$ cat config.mk
export PLATFORM = sky130hd
export DESIGN_NAME = lpddr_burst_port_ctrl
export DESIGN_NICKNAME = d
export VERILOG_FILES = /design/src/rtl/lpddr_burst_port_ctrl.sv
export SDC_FILE = /design/constraint.sdc
export NUM_CORES = 1
export LEC_CHECK = 0
export CORE_MARGIN = 2
export CORE_UTILIZATION = 32
export DETAILED_ROUTE_END_ITERATION = 10
export PLACE_DENSITY_LB_ADDON = 0.15
export RECOVER_POWER = 50
export SYNTH_ARGS = -nofsm -noshare
export SYNTH_HDL_FRONTEND = slang
export SYNTH_SLANG_ARGS = --single-unit
$ cat constraint.sdc
create_clock -name clk -period 2.3 [get_ports clk]
set_clock_uncertainty 0.2 [all_clocks]
set_input_delay 0.46 -clock clk [delete_from_list [all_inputs] [get_ports clk]]
set_output_delay 0.46 -clock clk [all_outputs]
set_load 0.05 [all_outputs]
$ cat src/rtl/lpddr_burst_port_ctrl.sv
// Burst-request user-port controller for one MCB-style LPDDR port (write fill / read drain).
// Optional read-drain watchdog is compiled in with `define LPDDR_CTRL_WDOG_EN.

module lpddr_burst_port_ctrl #(
   parameter  int DATA_W         = 32,
   parameter  int MODE           = 2,
   parameter  bit AUTO_PRECHARGE = 1'b0,
   parameter  int WDOG_CYC       = 1023,
   localparam int MASK_W         = DATA_W / 8
) (
   input  logic              clk,
   input  logic              rst,
   input  logic              req_valid,
   output logic              req_ready,
   input  logic              req_wr,
   input  logic [29:0]       req_addr,
   input  logic [5:0]        req_bl,
   input  logic              wd_valid,
   output logic              wd_ready,
   input  logic [DATA_W-1:0] wd_data,
   input  logic [MASK_W-1:0] wd_mask,
   output logic              rdo_valid,
   input  logic              rdo_ready,
   output logic [DATA_W-1:0] rdo_data,
   output logic              busy,
   output logic [3:0]        err,
   input  logic              err_clr,
   output logic              cmd_clk,
   output logic              cmd_en,
   output logic [2:0]        cmd_instr,
   output logic [5:0]        cmd_bl,
   output logic [29:0]       cmd_byte_addr,
   input  logic              cmd_full,
   output logic              wr_clk,
   output logic              wr_en,
   output logic [MASK_W-1:0] wr_mask,
   output logic [DATA_W-1:0] wr_data,
   input  logic              wr_full,
   input  logic              wr_underrun,
   output logic              rd_clk,
   output logic              rd_en,
   input  logic [DATA_W-1:0] rd_data,
   input  logic              rd_empty,
   input  logic              rd_overflow
);

   localparam int ADDR_SH = $clog2(MASK_W);
   localparam bit WR_OK   = (MODE != 1);
   localparam bit RD_OK   = (MODE != 0);

   typedef enum logic [2:0] {
      ST_IDLE     = 3'd0,
      ST_WR_FILL  = 3'd1,
      ST_WR_CMD   = 3'd2,
      ST_RD_CMD   = 3'd3,
      ST_RD_DRAIN = 3'd4,
      ST_ERR      = 3'd5
   } state_e;

   state_e      state_q;
   logic [5:0]  cnt_q;
   logic        cmd_en_q;
   logic [2:0]  cmd_instr_q;
   logic [5:0]  cmd_bl_q;
   logic [29:0] cmd_byte_addr_q;
   logic [3:0]  err_q;
   logic [3:0]  err_d;

   logic        req_hs_s;
   logic        illegal_s;
   logic        pop_s;
   logic        wdog_trip_s;
   logic [29:0] byte_addr_s;

   if (!(DATA_W == 32 || DATA_W == 64 || DATA_W == 128) || WDOG_CYC < 1) begin : g_param_check
      $error("lpddr_burst_port_ctrl: DATA_W must be 32/64/128 and WDOG_CYC >= 1");
   end

   // req_ready is held low while reset is asserted so nothing is taken during reset
   assign req_ready   = rst & (state_q == ST_IDLE);
   assign req_hs_s    = req_valid & req_ready;
   assign illegal_s   = req_hs_s & (req_wr ? !WR_OK : !RD_OK);
   assign byte_addr_s = req_addr << ADDR_SH;

   assign wd_ready  = (state_q == ST_WR_FILL) & ~wr_full;
   assign wr_en     = wd_valid & wd_ready;
   assign wr_data   = wd_data;
   assign wr_mask   = wd_mask;

   assign rdo_valid = (state_q == ST_RD_DRAIN) & ~rd_empty;
   assign rd_en     = rdo_valid & rdo_ready;
   assign pop_s     = rd_en;
   assign rdo_data  = rd_data;

   assign cmd_clk       = clk;
   assign wr_clk        = clk;
   assign rd_clk        = clk;
   assign cmd_en        = cmd_en_q;
   assign cmd_instr     = cmd_instr_q;
   assign cmd_bl        = cmd_bl_q;
   assign cmd_byte_addr = cmd_byte_addr_q;
   assign busy          = (state_q != ST_IDLE);
   assign err           = err_q;

`ifdef LPDDR_CTRL_WDOG_EN
   localparam int WDOG_W = $clog2(WDOG_CYC + 1);
   logic [WDOG_W-1:0] wdog_q;

   assign wdog_trip_s = (state_q == ST_RD_DRAIN) & ~pop_s & (wdog_q == WDOG_W'(WDOG_CYC - 1));

   // Counts consecutive pop-free cycles in RD_DRAIN; any pop or state exit restarts it
   always_ff @(posedge clk or negedge rst) begin
      if (!rst) begin
         wdog_q <= {WDOG_W{1'b0}};
      end else if ((state_q == ST_RD_DRAIN) && !pop_s && !wdog_trip_s) begin
         wdog_q <= wdog_q + WDOG_W'(1);
      end else begin
         wdog_q <= {WDOG_W{1'b0}};
      end
   end
`else
   assign wdog_trip_s = 1'b0;
`endif

   // Sticky error merge; clear wins over any same-cycle set
   always_comb begin
      err_d = err_q;
      if (err_clr) begin
         err_d = 4'b0000;
      end else begin
         err_d[0] = err_q[0] | wr_underrun;
         err_d[1] = err_q[1] | rd_overflow;
         err_d[2] = err_q[2] | wdog_trip_s;
         err_d[3] = err_q[3] | illegal_s;
      end
   end

   // Control FSM with registered command-port outputs
   always_ff @(posedge clk or negedge rst) begin
      if (!rst) begin
         state_q         <= ST_IDLE;
         cnt_q           <= 6'd0;
         cmd_en_q        <= 1'b0;
         cmd_instr_q     <= 3'b000;
         cmd_bl_q        <= 6'd0;
         cmd_byte_addr_q <= 30'd0;
         err_q           <= 4'b0000;
      end else begin
         cmd_en_q <= 1'b0;
         err_q    <= err_d;
         case (state_q)
            ST_IDLE: begin
               if (req_hs_s && !illegal_s) begin
                  cnt_q           <= 6'd0;
                  cmd_bl_q        <= req_bl;
                  cmd_byte_addr_q <= byte_addr_s;
                  cmd_instr_q     <= {1'b0, AUTO_PRECHARGE, ~req_wr};
                  state_q         <= req_wr ? ST_WR_FILL : ST_RD_CMD;
               end
            end
            ST_WR_FILL: begin
               if (wr_en) begin
                  cnt_q <= cnt_q + 6'd1;
                  if (cnt_q == cmd_bl_q) begin
                     state_q <= ST_WR_CMD;
                  end
               end
            end
            ST_WR_CMD: begin
               if (!cmd_full) begin
                  cmd_en_q <= 1'b1;
                  state_q  <= ST_IDLE;
               end
            end
            ST_RD_CMD: begin
               if (!cmd_full) begin
                  cmd_en_q <= 1'b1;
                  cnt_q    <= 6'd0;
                  state_q  <= ST_RD_DRAIN;
               end
            end
            ST_RD_DRAIN: begin
               if (pop_s) begin
                  cnt_q <= cnt_q + 6'd1;
                  if (cnt_q == cmd_bl_q) begin
                     state_q <= ST_IDLE;
                  end
               end else if (wdog_trip_s) begin
                  state_q <= ST_ERR;
               end
            end
            ST_ERR: begin
               if (err_clr) begin
                  state_q <= ST_IDLE;
               end
            end
            default: state_q <= ST_IDLE;
         endcase
      end
   end

endmodule

==> Implementation_results.wiki, run 1 <==
{| class="wikitable"
! Metric !! Value
|-
| Count of buffers from port buffering || a little over 90
|-
| Number of buffer and inverter stages on the critical path || 1
|-
| Area growth from synthesis to layout || 29.17%
|-
| Clock slew seen by the registers of the worst setup and hold paths || ~0.090 ns
|-
| Vias in the first global route || about 2100
|-
| Number of cell rows || 33
|-
| Largest stage delay, worst path || 0.44 ns
|-
| Worst Setup Start Kind || flop
|-
| Max-cap violations || 0
|-
| Worst slew slack as a fraction of its limit || roughly 64%
|-
| Final Hold Viols || 0
|-
| Global placement routability congestion || 0.7366
|-
| Final critical path time including I/O delays and setup || approximately 2.3 ns
|-
| Post-synth EDFFs || 0
|-
| Launch point of the worst reg-to-reg path || state_q[0]$_DFFE_PN0P_
|-
| TritonCTS clock tree || done
|-
| Effective utilization at floorplan || between 30% and 40%
|-
| Maximum achievable frequency || between 0.4 and 0.5 GHz
|-
| Count of nets after finishing || around 470
|-
| Most common cell after layout, fill and taps aside || nand2_1
|-
| Total power after layout || around 5.7 mW
|-
| Depth of the worst register-to-register path || 6
|-
| Wire length per cell after detailed routing || between 10 and 15 µm
|-
| Vertical extent of the die || approximately 96 µm
|-
| Netlist area before placement || between 2000 and 3000 µm²
|-
| HPWL after detailed placement || around 4.3 mm
|-
| Family with the most delay on the worst path || simple AND/OR/NAND/NOR gates
|-
| Min-delay worst type || input port to asynchronous set/reset pin
|-
| Cell Pwr Density || between 1500 and 2000 nW/µm²
|-
| Peak ir drop on the vdd network || 0.0008427 V
|-
| Via total after detailed routing || between 2000 and 2500
|-
| Die Span X || 96.41 µm
|-
| Setup violation total in the final timing report || 0
|-
| Routed WL || approximately 6 mm
|-
| Total DRC errors in the routed layout || 0
|-
| Number of DRC violations after detailed-routing iteration 0 || 39
|-
| Maximum fanout count along the critical path || 4
|-
| Maximum number of pins on one net before global-route repair || 29
|-
| Max Slew Vio Count || 0
|-
| Mean instance size in the synthesized netlist || 8.758 µm²
|-
| Predominant post-synthesis flop cell || dfrtp_1
|-
| Top library cells by usage in the layout, fill and taps aside || nand2_1, clkdlybuf4s50_1, dfrtp_1
|-
| Capturing element type of the critical path || output port
|-
| Number of antenna diodes || 0
|-
| Worst EP required || between 1.5 and 2 ns
|-
| Pre-antenna DRT Iters || 4
|-
| Core region area || slightly above 8000 µm²
|-
| Final ANT Viol Nets || 0
|-
| GRT overflow || 0
|-
| Die area || a little over 9000 µm²
|-
| Register area share after synthesis || 43.04%
|-
| Wire length of the first global-routing pass || a little under 10 mm
|-
| Layout cell share with drive strength beyond 1 || between 10% and 20%
|-
| Syn. warnings || 0
|-
| Utilization of the core after routing || between 40% and 50%
|-
| Leak Pwr || approximately 1.7 nW
|-
| Crit path kind || flop to output port
|-
| All-layer global routing usage || 13.68%
|-
| Final Cycle Share || between 90% and 100%
|-
| Max stage delay cell, worst path || dfrtp_2
|-
| Number of distinct library cells after synthesis || 35
|-
| Crit Reg-Reg Endpoint || cnt_q[0]$_DFFE_PN0P_
|-
| Fraction of registers with async set or reset after synthesis || between 90% and 100%
|-
| Worst-Margin Slew || between 0.5 and 0.6 ns
|-
| Total of flip-flops plus latches after synthesis || 47
|-
| Arr. time, crit path || between 1.5 and 2 ns
|-
| IO Count || around 240
|-
| Clock insertion delay at the later pin of the skew report || 0.39 ns
|-
| Antenna violations before repair || 0
|-
| Synth Instances || approximately 310
|-
| RSZ-0062 raised after global routing || yes
|-
| Internal reg-to-reg setup slack || 0.35 ns
|-
| Cell-by-cell listing of the critical path || or3b_4 -> and2b_2 -> buf_6
|-
| Run status || completed
|-
| Vias per std cell || 4.392
|}
==> registers in the layout (all words and copies together), names as in the netlist <==
name,count
state_q,3
cmd_en,1
err,2
cmd_instr,1
cmd_byte_addr,28
cnt_q,6
cmd_bl,6
==> repair_timing <==
action | 4_1_cts | 5_1_grt
pin swaps | 1 | 1
hold buffers | 1 | 0
endpoints found under the setup margin | 11 | 11
hold endpoints to repair | 47 | 0
resized for setup | 23 | 9
buffers inserted | 4 | 3
==> logic make-up (layout without fill, tap and decap cells) <==
logic type | count (synthesis) | count (layout) | share of synthesized area, %
flip-flops | 47 | 47 | 43.04
XOR/XNOR | 7 | 7 | 2.244
AO/OA/AOI/OAI | 20 | 20 | 6.914
buffers and inverters | 91 | 128 | 23.95
other | 1 | 6 | 0.1372
AND/OR/NAND/NOR | 145 | 145 | 23.26
adder cells (fa/ha/maj) | 1 | 1 | 0.4578
==> metal layers <==
layer  vias to the layer above  routed length [µm]  share of wire [%]  track usage (%)
li1                        982                   -                  -                -
met1                       928                2573                 43            16.00
met2                        92                2754                 46            21.01
met3                        14                 612                 10            6.517
met4                         0                  97                1.6            6.808
met5                         -                   0                  0                0
==> Yosys cell counts, types with 2 or more instances <==
cell type  count  share of area (%)
nand2_1      108                 15
buf_4         78                 21
dfrtp_1       47                 43
nor2_1        11                1.5
nor2b_1        5                1.1
xnor2_1        5                1.6
a32o_1         4                1.5
buf_2          4               0.73
inv_1          4               0.55
o31ai_1        4                1.1
a31oi_1        3               0.69
clkbuf_1       3               0.41
nand3_1        3               0.55
nor3_1         3               0.55
o21ai_0        3               0.55
a211o_1        2               0.64
and2b_2        2               0.64
buf_6          2               0.82
nor2_2         2               0.46
or3_1          2               0.46
or3b_4         2               0.82
xor2_1         2               0.64
==> worst max-delay path by stage <==
stage,startpoint,to,slack [ns],cells after the start
6_report,state_q[1]$_DFFE_PN0P_,rd_en,0.02,3
3_5_place_dp,clk,cmd_clk,-0.18,1
4_1_cts,state_q[1]$_DFFE_PN0P_,rd_en,-0.01,3
3_3_place_gp,clk,cmd_clk,-0.18,1
5_1_grt,state_q[2]$_DFFE_PN0P_,rd_en,-0.03,3
2_1_floorplan,state_q[1]$_DFFE_PN0P_,rdo_valid,0.04,3
==> stage by stage <==
step	setup WS, ns	setup TNS, ns	cells	instance area, µm²	hold WS [ns]
floorplan	0.04171	0	317	2751	-0.03559
global placement	-0.1821	-0.5463	438	3289	0.06984
detailed placement	-0.1821	-0.5463	438	3289	0.07170
CTS	-0.01271	-0.01271	456	3482	0.2042
global route	-0.02919	-0.03611	459	3530	0.2439
finish	0.02468	0	459	3530	0.2493
==> power breakdown <==
| part | switching [mW] | internal, mW | total, mW |
|---|---|---|---|
| clock network | 0.531 | 0.471 | 1.00 |
| logic | 2.08 | 1.18 | 3.26 |
| registers | 0.251 | 1.19 | 1.44 |
==> final cells by class <==
type	instances	area (µm²)
clock buffers	16	175.2
repair buffers	108	1096
flip-flops and latches	47	1179
well taps	105	131.4
inverters	4	15.01
multi-input cells	179	933.4
fillers	850	4728
Note: power is estimated with default switching activity, not from simulation.
==> run 2: changes to the inputs <==
==> constraint.sdc (replaced) <==
create_clock -name clk -period 2.3 [get_ports clk]
set_clock_uncertainty 0.2 [all_clocks]
set_input_delay 0.345 -clock clk [delete_from_list [all_inputs] [get_ports clk]]
set_output_delay 0.345 -clock clk [all_outputs]
set_load 0.05 [all_outputs]
==> Implementation_results.wiki, run 2 (synthesis results as in run 1) <==
{| class="wikitable"
! Metric !! Value
|-
| Run status || completed
|-
| Family with the most delay on the worst path || buffers and inverters
|-
| Most common cell after layout, fill and taps aside || nand2_1
|-
| Final cell count without fillers || 450
|-
| Worst EP required || between 1.5 and 2 ns
|-
| Global placement routability congestion || 0.7175
|-
| Number of fill cells in the layout || ~840
|-
| Peak ir drop on the vdd network || 0.001068 V
|-
| Proportion of power drawn by the clock network || 19.6%
|-
| Leak Pwr || between 1.5 and 2 nW
|-
| Vias in the first global route || 2054
|-
| Maximum number of pins on one net before global-route repair || 47
|-
| Total DRC errors in the routed layout || 0
|-
| TritonCTS clock tree || done
|-
| Antenna violations before repair || 0
|-
| Wire length of the first global-routing pass || about 9.6 mm
|-
| Via total after detailed routing || approximately 2000
|-
| Clock insertion delay at the later pin of the skew report || approximately 0.40 ns
|-
| Capturing element type of the critical path || output port
|-
| Number of DRC violations after detailed-routing iteration 0 || 37
|-
| Arr. time, crit path || between 1.5 and 2 ns
|-
| Routed WL || 5.952 mm
|-
| Reg power frac || 25.0%
|-
| Largest stage delay, worst path || around 0.33 ns
|-
| Switching portion of total power || around half
|-
| Number of cell rows || 33
|-
| Die area || slightly above 9000 µm²
|-
| Clock slew seen by the registers of the worst setup and hold paths || about 0.090 ns
|-
| Number of buffer and inverter stages on the critical path || 3
|-
| Max Slew Vio Count || 0
|-
| Worst slack after detailed placement || -0.06709 ns
|-
| Crit path kind || clock port to output port
|-
| Setup violation total in the final timing report || 0
|-
| Final worst slack || 0.03052 ns
|-
| All-layer global routing usage || a little over an eighth
|-
| Worst slew slack as a fraction of its limit || 60.77%
|-
| Worst Setup Start Kind || clock port
|-
| Effective utilization at floorplan || 33.09%
|-
| Number of flip-flops in the largest register || 28
|-
| Total internal power || between 2 and 3 mW
|-
| Cell Count Post-Placement || approximately 430
|-
| Wire length per cell after detailed routing || 13.23 µm
|-
| Area growth from synthesis to layout || 28.07%
|-
| Vias per std cell || 4.411
|-
| IO Count || 237
|-
| RSZ-0062 raised after global routing || no
|-
| Switching power || between 2 and 3 mW
|-
| Pre-antenna DRT Iters || 4
|-
| Die Span X || between 90 and 100 µm
|-
| Total power after layout || 5.777 mW
|-
| Number of antenna diodes || 0
|-
| Final ANT Viol Nets || 0
|-
| Total Negative Setup Slacks || 0 ns
|-
| HPWL after detailed placement || approximately 4 mm
|-
| Final cell area excluding filler cells || 3500 µm²
|-
| Layout cell share with drive strength beyond 1 || ~12%
|-
| Core region area || ~8300 µm²
|-
| Worst-Margin Slew || a little under 0.6 ns
|-
| Most frequent cell on the critical path || clkbuf_8
|-
| Count of buffers from port buffering || slightly above 90
|-
| Cell-by-cell listing of the critical path || clkbuf_8 -> clkbuf_8 -> clkdlybuf4s15_2
|-
| Top library cells by usage in the layout, fill and taps aside || nand2_1, clkdlybuf4s50_1, dfrtp_1
|-
| Count of nets after finishing || 460
|-
| GRT overflow || 0
|-
| Max stage delay cell, worst path || clkdlybuf4s15_2
|-
| Vertical extent of the die || ~96 µm
|-
| Cell Pwr Density || roughly 1700 nW/µm²
|-
| Maximum fanout count along the critical path || 2
|-
| Max-cap violations || 0
|-
| Min-delay worst type || input port to asynchronous set/reset pin
|-
| Placed cell area || 3249 µm²
|-
| Final Hold Viols || 0
|-
| Power share of the combinational group || a little under three fifths
|}
==> run 2: cell types whose count changed in the layout (fill, tap and decap cells not counted), sizes merged <==
cell,delta
buf,-13
clkdlybuf4s50,+10
dlymetal6s2s,-5
clkdlybuf4s15,+3
dlygate4sd2,-3
clkbuf,-2
bufinv,+1
clkinv,+1
dlygate4sd3,-1
==> run 2: cell type report <==
cell class | instances | area (µm²) | area share [%]
well taps | 105 | 131.4 | 3.754
repair buffers | 99 | 1040 | 29.71
flip-flops and latches | 47 | 1179 | 33.68
clock buffers | 14 | 176.4 | 5.041
clock inverters | 2 | 35.03 | 1.001
multi-input cells | 179 | 923.4 | 26.39
inverters | 4 | 15.01 | 0.4290
==> run 2: layer usage <==
layer / global-route usage, % / part of all wire (%) / vias up
li1: - / - / 968
met1: 15.11 / 41 / 906
met2: 20.78 / 46 / 95
met3: 7.680 / 12 / 16
met4: 7.512 / 1.8 / 0
met5: 0 / 0 / -
==> run 2: repair_timing <==
action                     in CTS  in global routing
gates resized for setup        12                  0
hold endpoints to repair       47                  0
hold buffers                    1                  0
setup endpoints to repair       7                  1
buffers inserted                3                  2
==> run 2: worst register-to-register path: stages, from the launching register on <==
cell      delay [ns]
dfrtp_2         0.46
or3b_4          0.45
o221ai_4        0.33
nor2_2          0.10
a32o_1          0.23
==> run 2: worst paths after layout <==
check                                         startpoint                             to  slack, ns  cells past startpoint
max                                                  clk                         rd_clk       0.03                      3
min                                                  rst       cmd_instr[0]$_DFFE_PN0P_       0.12                      2
max reg2reg                       state_q[1]$_DFFE_PN0P_           cnt_q[3]$_DFFE_PN0P_       0.42                      4
min reg2reg                cmd_byte_addr[22]$_DFFE_PN0P_  cmd_byte_addr[22]$_DFFE_PN0P_       0.28                      2
max in group asynchronous                            rst         state_q[0]$_DFFE_PN0P_       0.89                      3
min in group clk                             req_addr[5]   cmd_byte_addr[7]$_DFFE_PN0P_       0.26                      3
==> run 2: metrics by stage <==
| stage | utilization (%) | hold WS [ns] |
|---|---|---|
| 2_1_floorplan | - | -0.1506 |
| 3_3_place_gp | 39.35 | -0.04670 |
| 3_5_place_dp | 39.35 | -0.04295 |
| 4_1_cts | 42.15 | 0.07452 |
| 5_1_grt | 42.38 | 0.1209 |
| 6_report | 42.38 | 0.1222 |
==> run 2: power by group through the flow <==
stage	registers, mW	clock network (mW)	logic [mW]
finish	1.45	1.13	3.20
CTS	1.46	1.18	3.21
detailed placement	1.47	0.301	3.15
floorplan	2.54	0.281	1.34
global placement	1.47	0.301	3.14
global route	1.50	1.23	3.42
